<file path="src/rtl/mac_swap_pkg.sv">
// mac_swap_pkg: mode encoding, header byte offsets and helpers shared by the MAC swap pipeline.
package mac_swap_pkg;
  typedef enum logic [1:0] {PASS = 2'd0, MAC = 2'd1, MAC_IP = 2'd2, RSVD = 2'd3} swap_mode_e;
  localparam int MAC_DST_OFF = 0;
  localparam int MAC_SRC_OFF = 6;
  localparam int ETYPE_OFF = 12;
  localparam int IP_SRC_OFF = 26;
  localparam int IP_DST_OFF = 30;
  localparam int MAC_W = 48;
  localparam int IP_W = 32;
  localparam logic [15:0] ETHERTYPE_IPV4 = 16'h0800;
  // Header fields are big-endian on the wire while byte 0 sits in the low tdata bits.
  function automatic logic [15:0] wire_order16(input logic [15:0] v);
    return {v[7:0], v[15:8]};
  endfunction
endpackage

</file>
<file path="src/rtl/axis_skid_reg.sv">
// axis_skid_reg: 2-entry AXI4-Stream register slice with registered ready for full throughput.
module axis_skid_reg #(
  parameter int W = 8
) (
  input  logic         clk,
  input  logic         rst,
  input  logic         s_valid,
  output logic         s_ready,
  input  logic [W-1:0] s_data,
  output logic         m_valid,
  input  logic         m_ready,
  output logic [W-1:0] m_data
);
  logic main_valid_q, main_valid_d, skid_valid_q, skid_valid_d, rdy_q, rdy_d;
  logic [W-1:0] main_data_q, main_data_d, skid_data_q, skid_data_d;
  logic acc, pop, to_skid;
  always_comb begin
    acc = s_valid && rdy_q;
    pop = main_valid_q && m_ready;
    to_skid = !skid_valid_q && acc && main_valid_q && !pop;
    main_valid_d = skid_valid_q || acc || (main_valid_q && !pop);
    main_data_d = skid_valid_q ? (pop ? skid_data_q : main_data_q)
                               : ((acc && (!main_valid_q || pop)) ? s_data : main_data_q);
    skid_valid_d = skid_valid_q ? !pop : to_skid;
    skid_data_d = to_skid ? s_data : skid_data_q;
    rdy_d = !skid_valid_d;
  end
  // Ready is held low through reset and comes up on the first clock after release.
  always_ff @(posedge clk or posedge rst) begin
    if (rst) begin
      main_valid_q <= 1'b0;
      skid_valid_q <= 1'b0;
      rdy_q <= 1'b0;
      main_data_q <= '0;
      skid_data_q <= '0;
    end else begin
      main_valid_q <= main_valid_d;
      skid_valid_q <= skid_valid_d;
      rdy_q <= rdy_d;
      main_data_q <= main_data_d;
      skid_data_q <= skid_data_d;
    end
  end
  assign s_ready = rdy_q;
  assign m_valid = main_valid_q;
  assign m_data = main_data_q;
endmodule

</file>
<file path="src/rtl/mac_swap_pipe.sv">
// mac_swap_pipe: per-channel first-beat MAC/IPv4 address swap with skid-buffered output and packet counters.
module mac_swap_pipe
  import mac_swap_pkg::*;
#(
  parameter int NUM_CH = 1,
  parameter int DATA_W = 512,
  parameter int USER_W = 16
) (
  input  logic                         axis_aclk,
  input  logic                         axis_rst,
  input  logic [2*NUM_CH-1:0]          mode,
  input  logic [NUM_CH-1:0]            s_axis_tvalid,
  input  logic [NUM_CH-1:0]            s_axis_tlast,
  output logic [NUM_CH-1:0]            s_axis_tready,
  input  logic [DATA_W*NUM_CH-1:0]     s_axis_tdata,
  input  logic [DATA_W/8*NUM_CH-1:0]   s_axis_tkeep,
  input  logic [USER_W*NUM_CH-1:0]     s_axis_tuser_size,
  input  logic [USER_W*NUM_CH-1:0]     s_axis_tuser_src,
  input  logic [USER_W*NUM_CH-1:0]     s_axis_tuser_dst,
  output logic [NUM_CH-1:0]            m_axis_tvalid,
  output logic [NUM_CH-1:0]            m_axis_tlast,
  input  logic [NUM_CH-1:0]            m_axis_tready,
  output logic [DATA_W*NUM_CH-1:0]     m_axis_tdata,
  output logic [DATA_W/8*NUM_CH-1:0]   m_axis_tkeep,
  output logic [USER_W*NUM_CH-1:0]     m_axis_tuser_size,
  output logic [USER_W*NUM_CH-1:0]     m_axis_tuser_src,
  output logic [USER_W*NUM_CH-1:0]     m_axis_tuser_dst,
  output logic [32*NUM_CH-1:0]         pkt_cnt,
  output logic [32*NUM_CH-1:0]         swap_cnt
);
  localparam int KEEP_W = DATA_W / 8;
  localparam int PAY_W = 1 + 3 * USER_W + 1 + KEEP_W + DATA_W;
  for (genvar c = 0; c < NUM_CH; c++) begin : g_ch
    logic in_pkt_q, in_pkt_d, first, do_mac, do_ip, acc, pop, m_sw;
    swap_mode_e pkt_mode_q, pkt_mode_d, raw_mode, smode, cur_mode;
    logic [31:0] pkt_cnt_q, pkt_cnt_d, swap_cnt_q, swap_cnt_d;
    logic [DATA_W-1:0] din, dout;
    logic [PAY_W-1:0] s_pay, m_pay;
    always_comb begin
      din = s_axis_tdata[c*DATA_W +: DATA_W];
      first = !in_pkt_q;
      raw_mode = swap_mode_e'(mode[2*c +: 2]);
      smode = (raw_mode == RSVD) ? PASS : raw_mode;
      cur_mode = first ? smode : pkt_mode_q;
      do_mac = first && (cur_mode == MAC || cur_mode == MAC_IP);
      do_ip = do_mac && cur_mode == MAC_IP && din[ETYPE_OFF*8 +: 16] == wire_order16(ETHERTYPE_IPV4);
      dout = din;
      if (do_mac) begin
        dout[MAC_DST_OFF*8 +: MAC_W] = din[MAC_SRC_OFF*8 +: MAC_W];
        dout[MAC_SRC_OFF*8 +: MAC_W] = din[MAC_DST_OFF*8 +: MAC_W];
      end
      if (do_ip) begin
        dout[IP_SRC_OFF*8 +: IP_W] = din[IP_DST_OFF*8 +: IP_W];
        dout[IP_DST_OFF*8 +: IP_W] = din[IP_SRC_OFF*8 +: IP_W];
      end
      s_pay = {do_mac, s_axis_tuser_dst[c*USER_W +: USER_W], s_axis_tuser_src[c*USER_W +: USER_W],
               s_axis_tuser_size[c*USER_W +: USER_W], s_axis_tlast[c], s_axis_tkeep[c*KEEP_W +: KEEP_W], dout};
      acc = s_axis_tvalid[c] && s_axis_tready[c];
      in_pkt_d = acc ? !s_axis_tlast[c] : in_pkt_q;
      pkt_mode_d = (acc && first) ? smode : pkt_mode_q;
      pop = m_axis_tvalid[c] && m_axis_tready[c];
      pkt_cnt_d = pkt_cnt_q + 32'(pop && m_axis_tlast[c]);
      swap_cnt_d = swap_cnt_q + 32'(pop && m_sw);
    end
    always_ff @(posedge axis_aclk or posedge axis_rst) begin
      if (axis_rst) begin
        in_pkt_q <= 1'b0;
        pkt_mode_q <= PASS;
        pkt_cnt_q <= '0;
        swap_cnt_q <= '0;
      end else begin
        in_pkt_q <= in_pkt_d;
        pkt_mode_q <= pkt_mode_d;
        pkt_cnt_q <= pkt_cnt_d;
        swap_cnt_q <= swap_cnt_d;
      end
    end
    axis_skid_reg #(.W(PAY_W)) u_skid (
      .clk     (axis_aclk),
      .rst     (axis_rst),
      .s_valid (s_axis_tvalid[c]),
      .s_ready (s_axis_tready[c]),
      .s_data  (s_pay),
      .m_valid (m_axis_tvalid[c]),
      .m_ready (m_axis_tready[c]),
      .m_data  (m_pay)
    );
    assign {m_sw, m_axis_tuser_dst[c*USER_W +: USER_W], m_axis_tuser_src[c*USER_W +: USER_W],
            m_axis_tuser_size[c*USER_W +: USER_W], m_axis_tlast[c], m_axis_tkeep[c*KEEP_W +: KEEP_W],
            m_axis_tdata[c*DATA_W +: DATA_W]} = m_pay;
    assign pkt_cnt[c*32 +: 32] = pkt_cnt_q;
    assign swap_cnt[c*32 +: 32] = swap_cnt_q;
  end
endmodule
</file>
<file path="config.mk">
export PLATFORM = sky130hd
export DESIGN_NAME = mac_swap_pipe
export DESIGN_NICKNAME = d
export VERILOG_FILES = /design/src/rtl/mac_swap_pkg.sv /design/src/rtl/axis_skid_reg.sv /design/src/rtl/mac_swap_pipe.sv
export SDC_FILE = /design/constraint.sdc
export NUM_CORES = 2
export LEC_CHECK = 0
export BUFFER_PORTS_ARGS = -buffer_cell sky130_fd_sc_hd__buf_2
export CORE_AREA = 2 2 519 521
export CTS_CLUSTER_DIAMETER = 80
export DETAILED_ROUTE_END_ITERATION = 10
export DIE_AREA = 0 0 521 523
export GPL_TIMING_DRIVEN = 1
export PLACE_DENSITY_LB_ADDON = 0.05
export SLEW_MARGIN = 20
export SYNTH_ARGS = -nofsm -noshare
export SYNTH_HDL_FRONTEND = slang
export SYNTH_SLANG_ARGS = --single-unit
</file>
<file path="constraint.sdc">
create_clock -name axis_aclk -period 59 [get_ports axis_aclk]
set_input_delay 8.85 -clock axis_aclk [delete_from_list [all_inputs] [get_ports axis_aclk]]
set_output_delay 8.85 -clock axis_aclk [all_outputs]
set_load 0.02 [all_outputs]
</file>
==> flow_summary.json <==
{
  "start_util_pct": 23.35,
  "root_buffer": "clkbuf_16",
  "drt_iter0_drc": 2809,
  "fin_cells": 10962,
  "crit_family": "buffers and inverters",
  "fin_area_mm2": 0.07365,
  "setup_tns_ns": 0,
  "cts_max_path_buffers": 4,
  "port_buffers": 1321,
  "hold_ws_ns": 0.4686,
  "coreArea_mm2": 0.2670,
  "die_height_um": 523,
  "die_w_um": 521,
  "rsz0062_at_grt": "false",
  "crit_top_cell": "buf_4",
  "cpPeakStageDelay_ns": 0.85,
  "p_per_area_mw_per_mm2": 58.48,
  "grt_pass1_vias": 47404,
  "grt_use_met3_pct": 7.341,
  "postLayoutSetupSlackWorst_ns": 45.81,
  "drive_gt1_share_pct": 24.00,
  "nNetsFinal": 7857,
  "power.leakage_nw": 36.24,
  "groute.layer.met1.usage_pct": 22.70,
  "vias": 48108,
  "syn-num-nets": 7332,
  "post-cts-setup-buffers": 0,
  "critPathKind": "in -> reg",
  "max_freq_mhz": 75.80,
  "synth_edf_count": 0,
  "grt_max_degree": 159,
  "syn_inst": 6695,
  "synth_cell_types": 38,
  "num_io_pins": 1322,
  "ctsResizeCount": 0,
  "seq_area_frac_synth_pct": 53.07,
  "min_period_ns": 13.19,
  "peakVddDrop_uv": 33.78,
  "yosys_warnings": 0,
  "fin_worst_skew_ns": 0.07128,
  "grt_util_met2_pct": 29.42,
  "min_period_over_period_pct": 22.36,
  "ys_top_cells_by_area": "dfrtp_1 53%, nand2_1 14%, mux2i_1 9.0%",
  "synth_common_cells": "2323 x nand2_1, 1322 x dfrtp_1, 695 x o21ai_0, 624 x buf_4, 558 x mux2i_1",
  "gp_congestion": 0.7833,
  "grt_first_pass_wirelength_um": 363500,
  "routed_via_density": 4.389,
  "worstMarginPinSlew_ns": 1.164,
  "numCtsBuffers": 185,
  "grt-busiest-layer": "met2",
  "worstPathRequired_ns": 59.66,
  "slew_viol_final": 0,
  "place_area_mm2": 0.06777,
  "yosysMostFrequentCell": "nand2_1",
  "wire_per_inst_um": 23.35,
  "dieArea_mm2": 0.2725,
  "cts_tree": "done",
  "dp_hpwl_um": 175200,
  "fin_util_pct": 27.59,
  "async_flop_share_pct": 100.0,
  "cp_data_arrival_time_ns": 13.86,
  "total_power_mw": 4.307,
  "yosys.area.top_type": "dfrtp_1",
  "nFillCells": 28575,
  "clk_latency_ns": 0.86,
  "totalWireLength_um": 256000,
  "hold_violations": 0,
  "drc": 0,
  "ys_seq_elements": 1322,
  "postCtsHoldBufs": 0,
  "synth_area_mm2": 0.06233,
  "drv_cap": 0,
  "slew_headroom_pct": 22.39,
  "crit_slowest_cell": "nand3_4",
  "outcome": "finished, final reports clean",
  "track_usage_pct": 18.20,
  "crit_chain": "buf_2 -> nand2b_1 -> nand3_4 -> buf_4 -> buf_4 -> buf_4 -> buf_4 -> o21ai_0",
  "synth_top_area_share_pct": 53.07,
  "rows": 190,
  "path_max_fanout": 94,
  "pre_cts_slack_ns": 44.86,
  "synth-main-ff-cell": "dfrtp_1",
  "cts.sinks": 1322,
  "dr.pass1.iters": 5,
  "worstHoldPathType": "reg -> reg",
  "critPathBufInv": 5,
  "dp_cells": 10585,
  "grt-ovfl-total": 0,
  "syn_to_final_growth_pct": 18.16,
  "setup_violations": 0,
  "critPathLaunchType": "input pin",
  "clkSlewWorstSetupHoldPaths_ns": 0.06,
  "antenna_found_initial": 243,
  "htreeDepth": 4,
  "end_kind": "flip-flop",
  "syn_avg_cell_area_um2": 9.310,
  "ant_nets": 0
}
## kinds of logic after synthesis
group                      synth area share, %
and+or+nand+nor                          17.63
DFF                                      53.07
buffers and inverters                    10.17
AOI/OAI and AO/OA                        7.527
muxes                                    10.64
xor gates and xnor gates                0.8430
adders and majority gates               0.1204
## path summary, 6_finish.rpt
kind,slack (ns),from,cells past startpoint,end
hold reg to reg,0.47,g_ch[0].u_skid.m_data[548],2,g_ch[0].u_skid.m_data[548]
setup reg to reg,52.84,g_ch[0].u_skid.m_valid,8,g_ch[0].u_skid.m_data[433]
max in group asynchronous,47.45,axis_rst,6,g_ch[0].u_skid.skid_data_q[336]
setup / recovery,45.81,m_axis_tready,8,g_ch[0].u_skid.m_data[433]
hold / removal,0.47,g_ch[0].u_skid.m_data[548],2,g_ch[0].u_skid.m_data[548]
min in group asynchronous,8.13,axis_rst,2,g_ch[0].u_skid.skid_data_q[607]
## state kept, by name, summed over array words and instances (netlist names)
register                  cells
g_ch.u_skid.m_data          626
g_ch.u_skid.skid_data_q     626
pkt_cnt                      32
swap_cnt                     32
g_ch.pkt_mode_q               2
g_ch.in_pkt_q                 1
g_ch.u_skid.m_valid           1
g_ch.u_skid.s_ready           1
g_ch.u_skid.skid_valid_q      1
## area by class of cell
type                       count  area [um^2]  area share [%]
antenna                       53        132.6          0.1801
clock buffer                 293         5487           7.449
clock inverter                31        266.5          0.3618
inverter                       7        38.79         0.05266
multi-input combinational   4311        22960           31.17
sequential                  1322        33090           44.92
tap                         3552         4444           6.034
timing repair buffer        1393         7239           9.829
## layer usage
metal | wire, um | vias to the layer above
met5 | 861 | -
met4 | 6669 | 138
met3 | 23810 | 570
met2 | 117100 | 1553
met1 | 107500 | 23232
li1 | - | 22615
## power by group
part | switching [mW] | internal, mW | leakage (nW)
registers | 0.226 | 1.32 | 16.4
clock network | 0.446 | 0.638 | 2.83
logic | 1.15 | 0.534 | 17.0
total | 1.82 | 2.49 | 36.2
## worst reg2reg max path: stages, from the launching register on
cell and delay [ns]:
dfrtp_2 0.38, buf_4 0.82, nand2b_1 0.41, nand3_4 0.85, buf_4 0.83, buf_4 0.97
buf_4 0.67, buf_4 0.79, o21ai_0 0.32
## cell usage in the layout, fill, tap and decap left out, types with 2 or more instances in the layout
master and n:
nor3_1 4, clkbuf_1 64, a31oi_1 132, nand3_1 24, a31o_2 3, buf_4 65, clkinv_16 2, buf_2 1321
mux2i_1 558, nand4b_1 64, dfrtp_1 1320, inv_1 5, o21ai_0 695, and3_1 13, xnor2_1 48, nand4_1 26
clkinv_2 20, ha_1 6, inv_6 4, and4_1 6, clkbuf_8 43, buf_12 7, diode_2 53, clkinv_4 3
a21o_1 2, xor2_1 12, clkbuf_16 186, nor4_2 2, mux2_2 93, nor2_1 84, and2_1 4, a21oi_1 66
nor4_1 65, nand2_1 2323, nand2b_1 65
Note: power is estimated with default switching activity, not from simulation.
